### src/rtl/decode_queue_pkg.sv
// core: shared RV32I decode encodings, queue entry type and helpers.
// RV32M_EN adds the multiply/divide ALU ops.
package core;
  localparam logic [6:0] OPC_OP_IMM = 7'b0010011;
  localparam logic [6:0] OPC_OP     = 7'b0110011;
  localparam logic [6:0] OPC_LUI    = 7'b0110111;
  localparam logic [6:0] OPC_AUIPC  = 7'b0010111;
  localparam logic [6:0] OPC_JAL    = 7'b1101111;
  localparam logic [6:0] OPC_JALR   = 7'b1100111;
  localparam logic [6:0] OPC_BRANCH = 7'b1100011;
  localparam logic [6:0] OPC_LOAD   = 7'b0000011;
  localparam logic [6:0] OPC_STORE  = 7'b0100011;
  localparam logic [6:0] F7_BASE    = 7'h00;
  localparam logic [6:0] F7_ALT     = 7'h20;
  localparam logic [6:0] F7_MULDIV  = 7'h01;
  localparam logic [2:0] F3_ADD     = 3'b000;
  localparam logic [2:0] F3_SLL     = 3'b001;
  localparam logic [2:0] F3_SR      = 3'b101;
  typedef enum logic [4:0] {
    ALU_ADD, ALU_SUB, ALU_SLL, ALU_SLT, ALU_SLTU, ALU_XOR, ALU_SRL, ALU_SRA, ALU_OR, ALU_AND
`ifdef RV32M_EN
    , ALU_MUL, ALU_MULH, ALU_MULHSU, ALU_MULHU, ALU_DIV, ALU_DIVU, ALU_REM, ALU_REMU
`endif
  } alu_op_t;
  typedef enum logic [1:0] {OP1_RS1, OP1_PC, OP1_ZERO} op1_t;
  typedef enum logic [2:0] {OP2_RS2, OP2_I_IMM, OP2_S_IMM, OP2_U_IMM, OP2_FOUR} op2_t;
  typedef struct packed {
    alu_op_t alu;
    op1_t    op1;
    op2_t    op2;
    logic    reg_en;
    logic    mem_rd;
    logic    mem_wr;
    logic    branch;
    logic    jump;
    logic    jalr;
  } ctrl_t;
  localparam ctrl_t CTRL_NOP = '0;
  typedef struct packed {
    ctrl_t       ctrl;
    logic [31:0] insn;
    logic [31:0] pc;
    logic        illegal;
  } entry_t;
  typedef enum logic {RUN, HALT} state_t;
  function automatic alu_op_t base_alu(input logic [2:0] f3, input logic alt);
    case (f3)
      3'b000: return alt ? ALU_SUB : ALU_ADD;
      3'b001: return ALU_SLL;
      3'b010: return ALU_SLT;
      3'b011: return ALU_SLTU;
      3'b100: return ALU_XOR;
      3'b101: return alt ? ALU_SRA : ALU_SRL;
      3'b110: return ALU_OR;
      3'b111: return ALU_AND;
    endcase
  endfunction
endpackage

### src/rtl/decode_queue_if.sv
// decode_queue_if: upstream instruction handshake and downstream decoded-entry handshake.
interface decode_queue_if;
  import core::*;
  logic        in_valid;
  logic        in_ready;
  logic [31:0] in_insn;
  logic [31:0] in_pc;
  logic        out_valid;
  logic        out_ready;
  ctrl_t       out_ctrl;
  logic [31:0] out_insn;
  logic [31:0] out_pc;
  logic        out_illegal;
  modport master (output in_valid, in_insn, in_pc, out_ready,
                  input in_ready, out_valid, out_ctrl, out_insn, out_pc, out_illegal);
  modport slave (input in_valid, in_insn, in_pc, out_ready,
                 output in_ready, out_valid, out_ctrl, out_insn, out_pc, out_illegal);
endinterface

### src/rtl/decode_queue_insn_decode.sv
// insn_decode: combinational RV32I decoder; RV32M_EN enables OP funct7=0x01 mul/div.
module insn_decode
  import core::*;
(
  input  logic [31:0] insn,
  output ctrl_t       ctrl,
  output logic        illegal
);
  logic [6:0] opc, f7;
  logic [2:0] f3;
  logic       bad;
  ctrl_t      c;
  logic       unused_fields;
  assign opc = insn[6:0];
  assign f3 = insn[14:12];
  assign f7 = insn[31:25];
  assign unused_fields = ^{insn[24:15], insn[11:7]};
  always_comb begin
    c = CTRL_NOP;
    bad = 1'b0;
    case (opc)
      OPC_OP_IMM: begin
        // only the shift-right encoding uses funct7 to pick the arithmetic variant
        c.alu = base_alu(f3, f3 == F3_SR && f7 == F7_ALT);
        c.op2 = OP2_I_IMM;
        c.reg_en = 1'b1;
        bad = (f3 == F3_SLL && f7 != F7_BASE) || (f3 == F3_SR && f7 != F7_BASE && f7 != F7_ALT);
      end
      OPC_OP: begin
        c.alu = base_alu(f3, f7 == F7_ALT);
        c.reg_en = 1'b1;
        bad = !(f7 == F7_BASE || (f7 == F7_ALT && (f3 == F3_ADD || f3 == F3_SR)));
`ifdef RV32M_EN
        if (f7 == F7_MULDIV) begin
          c.alu = alu_op_t'(ALU_MUL + 5'(f3));
          bad = 1'b0;
        end
`endif
      end
      OPC_LUI: begin
        c.op1 = OP1_ZERO;
        c.op2 = OP2_U_IMM;
        c.reg_en = 1'b1;
      end
      OPC_AUIPC: begin
        c.op1 = OP1_PC;
        c.op2 = OP2_U_IMM;
        c.reg_en = 1'b1;
      end
      OPC_JAL: begin
        c.op1 = OP1_PC;
        c.op2 = OP2_FOUR;
        c.reg_en = 1'b1;
        c.jump = 1'b1;
      end
      OPC_JALR: begin
        c.op1 = OP1_PC;
        c.op2 = OP2_FOUR;
        c.reg_en = 1'b1;
        c.jump = 1'b1;
        c.jalr = 1'b1;
        bad = f3 != F3_ADD;
      end
      OPC_BRANCH: begin
        c.alu = f3[2] ? (f3[1] ? ALU_SLTU : ALU_SLT) : ALU_SUB;
        c.branch = 1'b1;
        bad = f3[2:1] == 2'b01;
      end
      OPC_LOAD: begin
        c.op2 = OP2_I_IMM;
        c.reg_en = 1'b1;
        c.mem_rd = 1'b1;
        bad = f3 == 3'b011 || f3[2:1] == 2'b11;
      end
      OPC_STORE: begin
        c.op2 = OP2_S_IMM;
        c.mem_wr = 1'b1;
        bad = f3[2] || f3 == 3'b011;
      end
      default: bad = 1'b1;
    endcase
  end
  assign ctrl = bad ? CTRL_NOP : c;
  assign illegal = bad;
endmodule

### src/rtl/decode_queue.sv
// decode_queue: decodes incoming instructions into a DEPTH-entry FIFO, halting after an illegal one.
// RV32M_EN (via core/insn_decode) makes mul/div encodings legal.
module decode_queue
  import core::*;
#(
  parameter int DEPTH = 4,
  parameter int CNT_W = 8
) (
  input  logic             clk,
  input  logic             resetn,
  input  logic             flush,
  decode_queue_if.slave    bus,
  output logic [CNT_W-1:0] illegal_count
);
  localparam int AW = $clog2(DEPTH);
  entry_t        mem [DEPTH];
  entry_t        head;
  logic [AW-1:0] rd, wr;
  logic [AW:0]   cnt;
  state_t        state, state_nx;
  ctrl_t         dec_ctrl;
  logic          dec_ill, acc, pop;
  insn_decode u_dec (.insn(bus.in_insn), .ctrl(dec_ctrl), .illegal(dec_ill));
  assign acc = bus.in_valid && bus.in_ready;
  assign pop = bus.out_valid && bus.out_ready;
  always_ff @(posedge clk or negedge resetn) begin
    if (!resetn) state <= RUN;
    else state <= state_nx;
  end
  always_comb state_nx = flush ? RUN : (state == RUN && acc && dec_ill) ? HALT : state;
  // cnt[AW] is the full flag since DEPTH is a power of two
  always_comb bus.in_ready = !cnt[AW] && state == RUN && !flush;
  always_ff @(posedge clk or negedge resetn) begin
    if (!resetn) begin
      rd <= '0;
      wr <= '0;
      cnt <= '0;
      illegal_count <= '0;
    end else begin
      if (flush) begin
        rd <= '0;
        wr <= '0;
        cnt <= '0;
      end else begin
        rd <= rd + AW'(pop);
        wr <= wr + AW'(acc);
        cnt <= cnt + (AW+1)'(acc) - (AW+1)'(pop);
      end
      if (acc && dec_ill && !(&illegal_count)) illegal_count <= illegal_count + 1'b1;
    end
  end
  always_ff @(posedge clk) begin
    if (acc) mem[wr] <= '{ctrl: dec_ctrl, insn: bus.in_insn, pc: bus.in_pc, illegal: dec_ill};
  end
  // storage is never reset, so an empty queue presents a zeroed (NOP) entry
  assign bus.out_valid = cnt != '0;
  assign head = bus.out_valid ? mem[rd] : '0;
  assign bus.out_ctrl = head.ctrl;
  assign bus.out_insn = head.insn;
  assign bus.out_pc = head.pc;
  assign bus.out_illegal = head.illegal;
endmodule
### src/flat_wrapper.sv
// flat-port wrapper written by rule: the top's interface ports become plain ports
module decode_queue_flat import core::*;
#(
  parameter int DEPTH = 4,
  parameter int CNT_W = 8
)
  (clk, resetn, flush, illegal_count, bus_in_valid, bus_in_insn, bus_in_pc, bus_out_ready, bus_in_ready, bus_out_valid, bus_out_ctrl, bus_out_insn, bus_out_pc, bus_out_illegal);
  decode_queue_if bus_i ();
  input  logic clk;
  input  logic resetn;
  input  logic flush;
  output logic [CNT_W-1:0] illegal_count;
  input wire logic [$bits(bus_i.in_valid)-1:0] bus_in_valid;
  input wire logic [$bits(bus_i.in_insn)-1:0] bus_in_insn;
  input wire logic [$bits(bus_i.in_pc)-1:0] bus_in_pc;
  input wire logic [$bits(bus_i.out_ready)-1:0] bus_out_ready;
  output wire logic [$bits(bus_i.in_ready)-1:0] bus_in_ready;
  output wire logic [$bits(bus_i.out_valid)-1:0] bus_out_valid;
  output wire logic [$bits(bus_i.out_ctrl)-1:0] bus_out_ctrl;
  output wire logic [$bits(bus_i.out_insn)-1:0] bus_out_insn;
  output wire logic [$bits(bus_i.out_pc)-1:0] bus_out_pc;
  output wire logic [$bits(bus_i.out_illegal)-1:0] bus_out_illegal;
  assign bus_i.in_valid = bus_in_valid;
  assign bus_i.in_insn = bus_in_insn;
  assign bus_i.in_pc = bus_in_pc;
  assign bus_i.out_ready = bus_out_ready;
  assign bus_in_ready = bus_i.in_ready;
  assign bus_out_valid = bus_i.out_valid;
  assign bus_out_ctrl = bus_i.out_ctrl;
  assign bus_out_insn = bus_i.out_insn;
  assign bus_out_pc = bus_i.out_pc;
  assign bus_out_illegal = bus_i.out_illegal;
  decode_queue #(.DEPTH(DEPTH), .CNT_W(CNT_W)) u_core (.clk(clk), .resetn(resetn), .flush(flush), .bus(bus_i), .illegal_count(illegal_count));
endmodule
### config.mk
export PLATFORM = sky130hd
export DESIGN_NAME = decode_queue_flat
export DESIGN_NICKNAME = d
export VERILOG_FILES = /design/src/rtl/decode_queue_pkg.sv /design/src/rtl/decode_queue_if.sv /design/src/rtl/decode_queue_insn_decode.sv /design/src/rtl/decode_queue.sv /design/src/flat_wrapper.sv
export SDC_FILE = /design/constraint.sdc
export NUM_CORES = 1
export LEC_CHECK = 0
export ABC_CLOCK_PERIOD_IN_PS = 21800
export CORE_ASPECT_RATIO = 0.5
export CORE_MARGIN = 3
export CORE_UTILIZATION = 60
export DETAILED_ROUTE_END_ITERATION = 16
export GPL_TIMING_DRIVEN = 0
export PLACE_DENSITY = 0.92
export SYNTH_ARGS = -nofsm -noshare
export SYNTH_HDL_FRONTEND = slang
export SYNTH_SLANG_ARGS = --single-unit
export TNS_END_PERCENT = 10
### constraint.sdc
create_clock -name clk -period 21.8 [get_ports clk]
set_input_delay 4.36 -clock clk [delete_from_list [all_inputs] [get_ports clk]]
set_output_delay 4.36 -clock clk [all_outputs]
set_load 0.05 [all_outputs]
==> flow_metrics.py, run 1 <==
metrics = {
    "yosys": {
        "ys_seq_area_share_pct": 75.38,
        "synth_area_sq_um": 13120,
        "syn_area_per_cell_sq_um": 20.18,
        "synth_cells": 650,
        "async_reset_ff_share_pct": 4.819,
        "syn-num-nets": 725,
        "ys.flop_type": "edfxtp_1",
        "yosysWarnings": 0,
        "synth_seq_cells": 332,
        "synth-edff-count": 316,
        "ys_types": 46,
    },
    "route": {
        "vias_per_cell": 5.986,
        "drc": 0,
        "first_iter_violations": 759,
        "routed-via-count": 6998,
        "postRouteWirelength_mm": 27.99,
        "wire_per_inst_microns": 23.95,
        "dr.pass1.iters": 5,
        "detail-route-antenna-nets": 0,
    },
    "clocking": {
        "clkLatencyLatePin_ns": 0.55,
        "hold_buffers": 0,
        "post_cts_buffers": 0,
        "clock-sinks": 332,
        "cts_root_buf": "clkbuf_16",
        "cts_buffers": 27,
        "cts_tree": "built",
        "cts_max_path_buffers": 3,
        "cts_resized": 0,
        "htreeDepth": 1,
        "clk_transition_reported_paths_ns": 0.07,
    },
    "power_and_ir_drop": {
        "peakVddDrop_v": 0.00008156,
        "leakage_nw": 5.310,
        "power_density_nw_per_um2": 125.9,
    },
    "placement": {
        "numPortBuffers": 157,
        "gp_congestion": 0.8056,
        "hpwl_mm": 17.94,
        "dpl_worst_slack_ns": 11.67,
        "placed_cells": 1120,
        "placed_cell_area_sq_um": 15370,
    },
    "grt": {
        "grt_pass1_vias": 7414,
        "antenna_found_initial": 0,
        "grt_pass1_wl_mm": 44.03,
        "track_usage_pct": 24.31,
        "grt_max_degree": 57,
        "grt-ovfl-total": 0,
    },
    "timing": {
        "report.final.hold_viol_count": 0,
        "tightest_slew_ns": 0.8443,
        "setup_slack_ns": 11.64,
        "fin_crit_sh_pct": 46.61,
        "slew_headroom_pct": 43.71,
        "rsz0062_at_grt": "false",
        "fin_crit_ns": 10.16,
        "clock.fmax_ghz": 0.09842,
        "finalSetupTns_ns": 0,
        "drv_slew": 0,
        "setup_violations": 0,
        "fin_skew_ns": 0.008107,
        "whs_ns": 0.5120,
    },
    "floorplanning": {
        "io_pins": 160,
        "start_util_pct": 62.42,
        "die_area_sq_um": 23780,
        "core-area_sq_um": 21020,
        "die_w_microns": 215.1,
        "die_y_microns": 110.6,
        "core.rowCount": 37,
    },
    "critical_path": {
        "worstSetupEndpointType": "primary output",
        "required_ns": 17.44,
        "crit_slowest_cell": "clkdlybuf4s50_1",
        "cp_max_fo": 9,
        "critPathArrivalTime_ns": 5.80,
        "slowest_delay_ns": 0.89,
        "setup.worst_path.class": "input port to primary output",
        "path_cells": "clkbuf_1 > nor3_1 > clkdlybuf4s50_1",
        "startpoint_type": "input port",
    },
    "worst_hold_path": {
        "hp-class": "flop to flop",
    },
    "cells_and_area": {
        "final_cell_mix": "edfxtp_1, clkdlybuf4s50_1, and2_1",
        "final_area_sq_um": 16190,
        "final_cells": 1169,
        "final_common_cell": "edfxtp_1",
        "nets": 932,
        "antenna_cells": 0,
        "drive_gt1_share_pct": 18.36,
        "area_growth_pct": 23.44,
    },
    "run_status": {
        "run_status": "complete, no violations",
    },
    "run": {
        "maxCapViolations": 0,
    },
}
## kinds of logic after synthesis
logic type / Yosys count / share of synthesized area (%)
AO/OA/AOI/OAI: 26 / 1.202
XOR/XNOR: 8 / 0.5341
adder cells (fa/ha/maj): 6 / 0.6295
buffers and inverters: 47 / 1.612
flip-flops: 332 / 75.38
multiplexers: 83 / 13.92
other: 1 / 0.02858
AND/OR/NAND/NOR: 147 / 6.686
## path summary, 6_finish.rpt
check,start,to,slack (ns),cells past startpoint
setup / recovery,flush,bus_in_ready,11.64,3
hold / removal,u_core.illegal_count[4]$_DFFE_PN0P_,u_core.illegal_count[4]$_DFFE_PN0P_,0.51,1
setup reg to reg,u_core.cnt[2]$_DFF_PN0_,u_core.cnt[2]$_DFF_PN0_,19.03,10
hold reg to reg,u_core.illegal_count[4]$_DFFE_PN0P_,u_core.illegal_count[4]$_DFFE_PN0P_,0.51,1
max in group asynchronous,resetn,u_core.illegal_count[0]$_DFFE_PN0P_,17.10,1
min in group asynchronous,resetn,u_core.illegal_count[3]$_DFFE_PN0P_,4.24,1
## routing by layer
metal / up-vias / global-route usage, % / wire length, microns
li1: 3004 / - / -
met1: 3661 / 33.19 / 11050
met2: 283 / 41.91 / 14550
met3: 50 / 4.069 / 1811
met5: - / 0 / 0
met4: 0 / 5.893 / 583
## registers in the layout, summed over array words and instances (netlist names)
signal	flops
u_core.wr	2
u_core.rd	2
u_core.state	1
u_core.cnt	3
u_core.illegal_count	8
u_core.mem	316
## synthesized netlist by cell type (3+ instances only)
library cell / n / area share (%)
a21oi_1: 7 / 0.27
and2_1: 80 / 3.8
and3_1: 7 / 0.33
buf_2: 10 / 0.38
clkbuf_1: 23 / 0.66
dfrtp_1: 16 / 3.1
edfxtp_1: 316 / 72
ha_1: 5 / 0.48
inv_1: 9 / 0.26
mux4_2: 79 / 14
nand2_1: 12 / 0.34
nand4_1: 4 / 0.19
nor2_1: 15 / 0.43
nor2b_1: 6 / 0.29
nor3_1: 7 / 0.27
o21ai_0: 9 / 0.34
xnor2_1: 5 / 0.33
xor2_1: 3 / 0.20
## stage by stage
stage                     power (W)  util, %
after floorplan            0.001316        -
after global placement     0.001571    71.63
after detailed placement   0.001588    73.12
after CTS                  0.002054    77.05
after global routing       0.002115    77.05
final                      0.002040    77.05
## where the power goes
group | switching [W] | internal [W] | total [W]
registers | 0.0000136 | 0.000727 | 0.000741
clock network | 0.000218 | 0.000250 | 0.000468
logic | 0.000522 | 0.000309 | 0.000831
total | 0.000754 | 0.00129 | 0.00204
## area by class of cell
| cell class | count | area (sq um) |
|---|---|---|
| sequential | 332 | 9889 |
| fill | 1145 | 4823 |
| multi-input combinational | 271 | 3040 |
| timing repair buffer | 178 | 1862 |
| clock buffer | 29 | 683.2 |
| tap | 292 | 365.4 |
| buffer | 37 | 173.9 |
| clock inverter | 20 | 142.6 |
| inverter | 10 | 37.54 |
## worst max-delay path: cells and delay by family
kind	cells	cell delay, ns
buffers and inverters	2	1.08
AND/OR/NAND/NOR	1	0.36
Power figures use the tool's default switching activity.
==> run 2, diff against run 1 <==
ABC_CLOCK_PERIOD_IN_PS = 9000   (was 21800)
CORE_UTILIZATION = 50   (was 60)
PLACE_DENSITY = 0.83   (was 0.92)
clock period = 9 ns   (was 21.8 ns; I/O delays follow)
==> run 2 against run 1 <==
First-iteration DRC count down 12%. Sequential share of layout area fell by 0.50 points. Sequential power is 140% higher. Setup slack worse by 8.1 ns. Via count shrank 2.9%. Largest power group unchanged. Cell area grew 0.82%. Highest routed layer unchanged. Count of clock-buffer cells in the layout rose by 3. Largest cell class unchanged.
==> flow_metrics.py, run 2 (synthesis results as in run 1) <==
metrics = {
    "run_status": {
        "run_status": "complete, no violations",
    },
    "route": {
        "first_iter_violations": 667,
        "postRouteWirelength_mm": 27.57,
        "drc": 0,
        "dr.pass1.iters": 5,
        "vias_per_cell": 5.575,
        "wire_per_inst_microns": 22.62,
        "routed-via-count": 6796,
        "detail-route-antenna-nets": 0,
    },
    "timing": {
        "slew_headroom_pct": 32.88,
        "report.final.hold_viol_count": 0,
        "setup_violations": 0,
        "fin_crit_sh_pct": 60.93,
        "tightest_slew_ns": 1.001,
        "rsz0062_at_grt": "false",
        "finalSetupTns_ns": 0,
        "clock.fmax_ghz": 0.1824,
        "whs_ns": 0.5089,
        "fin_crit_ns": 5.484,
        "setup_slack_ns": 3.516,
        "drv_slew": 0,
        "fin_skew_ns": 0.004777,
    },
    "grt": {
        "track_usage_pct": 19.66,
        "grt-ovfl-total": 0,
        "grt_max_degree": 41,
        "antenna_found_initial": 0,
        "grt_pass1_wl_mm": 42.69,
        "grt_pass1_vias": 7330,
    },
    "cells_and_area": {
        "drive_gt1_share_pct": 18.51,
        "final_cell_mix": "edfxtp_1, clkdlybuf4s50_1, and2_1",
        "largest-register": "u_core.mem",
        "nets": 929,
        "area_growth_pct": 24.45,
        "antenna_cells": 0,
        "top_regs": "u_core.mem (316), u_core.illegal_count (8), u_core.cnt (3)",
        "final_common_cell": "edfxtp_1",
        "largest_reg_flops": 316,
    },
    "power_and_ir_drop": {
        "power_density_nw_per_um2": 305.6,
        "leakage_nw": 5.323,
        "p_total_w": 0.004990,
        "peakVddDrop_v": 0.0001631,
    },
    "clocking": {
        "clock-sinks": 332,
        "cts_tree": "built",
        "htreeDepth": 1,
        "cts_buffers": 28,
        "cts_resized": 0,
        "cts_max_path_buffers": 3,
        "clk_transition_reported_paths_ns": 0.07,
        "clkLatencyLatePin_ns": 0.55,
        "hold_buffers": 0,
        "post_cts_buffers": 0,
        "cts_root_buf": "clkbuf_16",
    },
    "critical_path": {
        "setup.worst_path.class": "flop to primary output",
        "critPathArrivalTime_ns": 3.68,
        "required_ns": 7.20,
        "startpoint_type": "flop",
        "cp_max_fo": 10,
        "worstSetupEndpointType": "primary output",
    },
    "floorplanning": {
        "die_area_sq_um": 28330,
        "core.rowCount": 41,
        "die_w_microns": 235.1,
        "start_util_pct": 51.46,
        "core-area_sq_um": 25500,
        "io_pins": 160,
        "die_y_microns": 120.5,
    },
    "placement": {
        "dpl_worst_slack_ns": 4.048,
        "gp_congestion": 0.7919,
        "numPortBuffers": 157,
        "hpwl_mm": 18.23,
    },
    "run": {
        "maxCapViolations": 0,
    },
    "worst_hold_path": {
        "hp-class": "flop to flop",
    },
}
## run 2: cell count changes in the layout (fill, tap and decap cells not counted), moves of 2 or more
cell,change
clkbuf_16,+2
clkinv_1,-4
buf_6,-7
buf_4,-2
clkinvlp_4,+2
buf_8,+3
## run 2: path summary, 6_finish.rpt
check,startpoint,endpoint,slack (ns),cells after the start
min in group asynchronous,resetn,u_core.illegal_count[1]$_DFFE_PN0P_,1.70,1
max in group asynchronous,resetn,u_core.illegal_count[5]$_DFFE_PN0P_,6.83,1
hold reg to reg,u_core.illegal_count[4]$_DFFE_PN0P_,u_core.illegal_count[4]$_DFFE_PN0P_,0.51,1
setup / recovery,u_core.rd[0]$_DFF_PN0_,bus_out_insn[0],3.52,6
setup reg to reg,u_core.cnt[2]$_DFF_PN0_,u_core.mem[0][49]$_DFFE_PP_,6.18,7
hold / removal,u_core.illegal_count[4]$_DFFE_PN0P_,u_core.illegal_count[4]$_DFFE_PN0P_,0.51,1
## run 2: layout make-up
| type | count | area, sq um |
|---|---|---|
| sequential | 332 | 9889 |
| timing repair buffer | 174 | 1861 |
| inverter | 10 | 37.54 |
| tap | 344 | 430.4 |
| buffer | 37 | 173.9 |
| clock inverter | 19 | 151.4 |
| clock buffer | 32 | 737.0 |
| fill | 1658 | 9169 |
| multi-input combinational | 271 | 3047 |
## run 2: stage by stage
stage / cell area [sq um] / utilization [%] / cells
floorplan: 13120 / - / 650
global placement: 15130 / 59.33 / 1151
detailed placement: 15440 / 60.55 / 1168
CTS: 16330 / 64.04 / 1219
global route: 16330 / 64.04 / 1219
finish: 16330 / 64.04 / 1219
## run 2: report_power, final
group	internal (W)	switching (W)	total, W
clock	0.000646	0.000540	0.00119
sequential	0.00176	0.0000334	0.00179
combinational	0.000749	0.00126	0.00201
total	0.00316	0.00183	0.00499
## run 2: worst max-delay path, stage by stage, from the launching register on
cell	delay, ns
dfrtp_1	0.36
clkbuf_1	0.42
buf_2	0.43
buf_2	0.46
mux4_2	0.55
and2_1	0.19
clkdlybuf4s50_1	0.72
## run 2: layer usage
layer	routed length [microns]	GRT usage, %	vias to the layer above	part of all wire, %
met2	14500	34.40	213	53
met1	11070	26.01	3534	40
met5	0	0	-	0
met4	690	5.267	0	2.5
met3	1310	3.327	47	4.8
li1	-	-	3002	-
==> run 3, diff against run 2 <==
ABC_CLOCK_PERIOD_IN_PS = 5600   (was 9000)
CORE_UTILIZATION = 55   (was 50)
PLACE_DENSITY = 0.86   (was 0.83)
clock period = 5.6 ns   (was 9 ns; I/O delays follow)
==> run 3 against run 2 <==
Clock power increased by 67%. Hold slack gained 0.0092 ns. Sequential power is 61% higher. Combinational power up 61%. Clock skew up 0.013 ns. Non-clock buffer count is 4 lower. Count of clock-buffer cells in the layout increased by 7. Highest routed layer unchanged.
==> flow_metrics.py, run 3 (synthesis results as in run 1) <==
metrics = {
    "cells_and_area": {
        "drive_gt1_share_pct": 18.28,
        "ff_latch_area_sq_um": 9889,
        "final_cell_mix": "edfxtp_1, clkdlybuf4s50_1, and2_1",
        "largest_reg_flops": 316,
        "area_growth_pct": 24.66,
        "nets": 925,
        "final_common_cell": "edfxtp_1",
        "fill_cells": 1343,
        "final_area_sq_um": 16350,
        "final_cells": 1177,
        "largest-register": "u_core.mem",
        "multi_input_area_sq_um": 3053,
        "top_regs": "u_core.mem (316), u_core.illegal_count (8), u_core.cnt (3)",
        "antenna_cells": 0,
        "postLayoutCoreUtil_pct": 70.71,
    },
    "route": {
        "drc": 0,
        "dr.pass1.iters": 5,
        "postRouteWirelength_mm": 27.29,
        "routed-via-count": 6843,
        "vias_per_cell": 5.814,
        "wire_per_inst_microns": 23.19,
        "first_iter_violations": 660,
        "detail-route-antenna-nets": 0,
    },
    "floorplanning": {
        "start_util_pct": 56.72,
        "core-area_sq_um": 23130,
        "die_area_sq_um": 25850,
        "core.rowCount": 39,
        "io_pins": 160,
        "die_y_microns": 115.2,
        "die_w_microns": 224.4,
    },
    "clocking": {
        "htreeDepth": 1,
        "clkLatencyLatePin_ns": 0.54,
        "clock-sinks": 332,
        "hold_buffers": 0,
        "cts_tree": "built",
        "cts_buffers": 28,
        "cts_max_path_buffers": 3,
        "cts_resized": 0,
        "post_cts_buffers": 0,
        "cts_root_buf": "clkbuf_16",
        "clk_transition_reported_paths_ns": 0.07,
    },
    "power_and_ir_drop": {
        "clockPowerShare_pct": 24.6,
        "peakVddDrop_v": 0.0002695,
        "p_sw_w": 0.002928,
        "p_total_w": 0.008120,
        "p_int_w": 0.005192,
        "leakage_nw": 5.357,
        "power_density_nw_per_um2": 496.5,
        "combPwrFrac_pct": 39.9,
        "power_frac_seq_pct": 35.5,
        "p_sw_share_pct": 36.06,
    },
    "timing": {
        "slew_headroom_pct": 38.12,
        "report.final.hold_viol_count": 0,
        "fin_crit_sh_pct": 86.04,
        "setup_violations": 0,
        "fin_skew_ns": 0.01768,
        "rsz0062_at_grt": "false",
        "drv_slew": 0,
        "fin_crit_ns": 4.818,
        "tightest_slew_ns": 0.9260,
        "clock.fmax_ghz": 0.2075,
    },
    "grt": {
        "grt_max_degree": 57,
        "antenna_found_initial": 0,
        "grt-ovfl-total": 0,
        "grt_pass1_vias": 7225,
        "grt_pass1_wl_mm": 42.37,
        "track_usage_pct": 21.58,
    },
    "critical_path": {
        "required_ns": 4.48,
        "rr_endpoint": "u_core.cnt[2]$_DFF_PN0_",
        "worstSetupEndpointType": "primary output",
        "cp_max_fo": 10,
        "setup.worst_path.class": "flop to primary output",
        "rr_worst_depth": 10,
        "critPathArrivalTime_ns": 3.70,
        "rr_startpoint": "u_core.cnt[2]$_DFF_PN0_",
        "r2r_slack_ns": 2.82,
        "startpoint_type": "flop",
    },
    "placement": {
        "placed_cells": 1127,
        "numPortBuffers": 157,
        "hpwl_mm": 17.51,
        "placed_cell_area_sq_um": 15400,
        "gp_congestion": 0.7647,
    },
    "run": {
        "maxCapViolations": 0,
    },
    "worst_hold_path": {
        "hp-class": "flop to flop",
        "min_path_cells": 1,
        "worstHoldStart": "u_core.illegal_count[4]$_DFFE_PN0P_",
        "hold_path_end": "u_core.illegal_count[4]$_DFFE_PN0P_",
    },
    "run_status": {
        "run_status": "complete, no violations",
    },
}
## run 3: power groups by stage
stage	clock network (W)	registers [W]	logic [W]
5_1_grt	0.00213	0.00289	0.00340
3_3_place_gp	0	0.00294	0.00318
4_1_cts	0.00202	0.00288	0.00328
3_5_place_dp	0	0.00294	0.00327
2_1_floorplan	0	0.00299	0.00212
6_report	0.00199	0.00288	0.00324
## run 3: worst max-delay path: stages (launching register included)
cell and delay, ns:
dfrtp_1 0.36, clkbuf_1 0.41, buf_2 0.42, buf_2 0.48, mux4_2 0.56, and2_1 0.21, clkdlybuf4s50_1 0.71
## run 3: final cells by class
cell class,count,area share (%)
flip-flops and latches,332,60.47
multi-input cells,271,18.67
repair buffers,170,11.40
clock buffers,39,5.187
well taps,307,2.349
plain buffers,37,1.063
clock inverters,11,0.6350
inverters,10,0.2295
## run 3: worst max path at each step
| stage | endpoint | slack, ns | from | depth (start not counted) |
|---|---|---|---|---|
| finish | bus_out_insn[2] | 0.78 | u_core.rd[0]$_DFF_PN0_ | 6 |
| detailed placement | bus_out_insn[2] | 1.33 | u_core.rd[0]$_DFF_PN0_ | 6 |
| CTS | bus_out_insn[2] | 0.75 | u_core.rd[0]$_DFF_PN0_ | 6 |
| global placement | u_core.mem[0][51]$_DFFE_PP_ | -2.18 | flush | 4 |
| global route | bus_out_insn[2] | 0.63 | u_core.rd[0]$_DFF_PN0_ | 6 |
| floorplan | u_core.mem[0][0]$_DFFE_PP_ | -0.84 | flush | 4 |
## run 3: per-stage QoR
step	hold slack [ns]	worst slack, ns	setup TNS, ns
after floorplan	0.4971	-0.8418	-70.12
after global placement	0.4964	-2.177	-263.51
after detailed placement	0.4996	1.333	0
after CTS	0.5166	0.7469	0
after global routing	0.5358	0.6291	0
final	0.5181	0.7817	0
## run 3: routing by layer
layer | share of wire, % | global-route usage, % | routed length (microns) | vias up
met3 | 5.8 | 3.520 | 1573 | 51
met1 | 39 | 28.67 | 10690 | 3538
li1 | - | - | - | 2991
met4 | 2.3 | 5.412 | 615 | 0
met5 | 0 | 0 | 0 | -
met2 | 53 | 38.25 | 14420 | 263
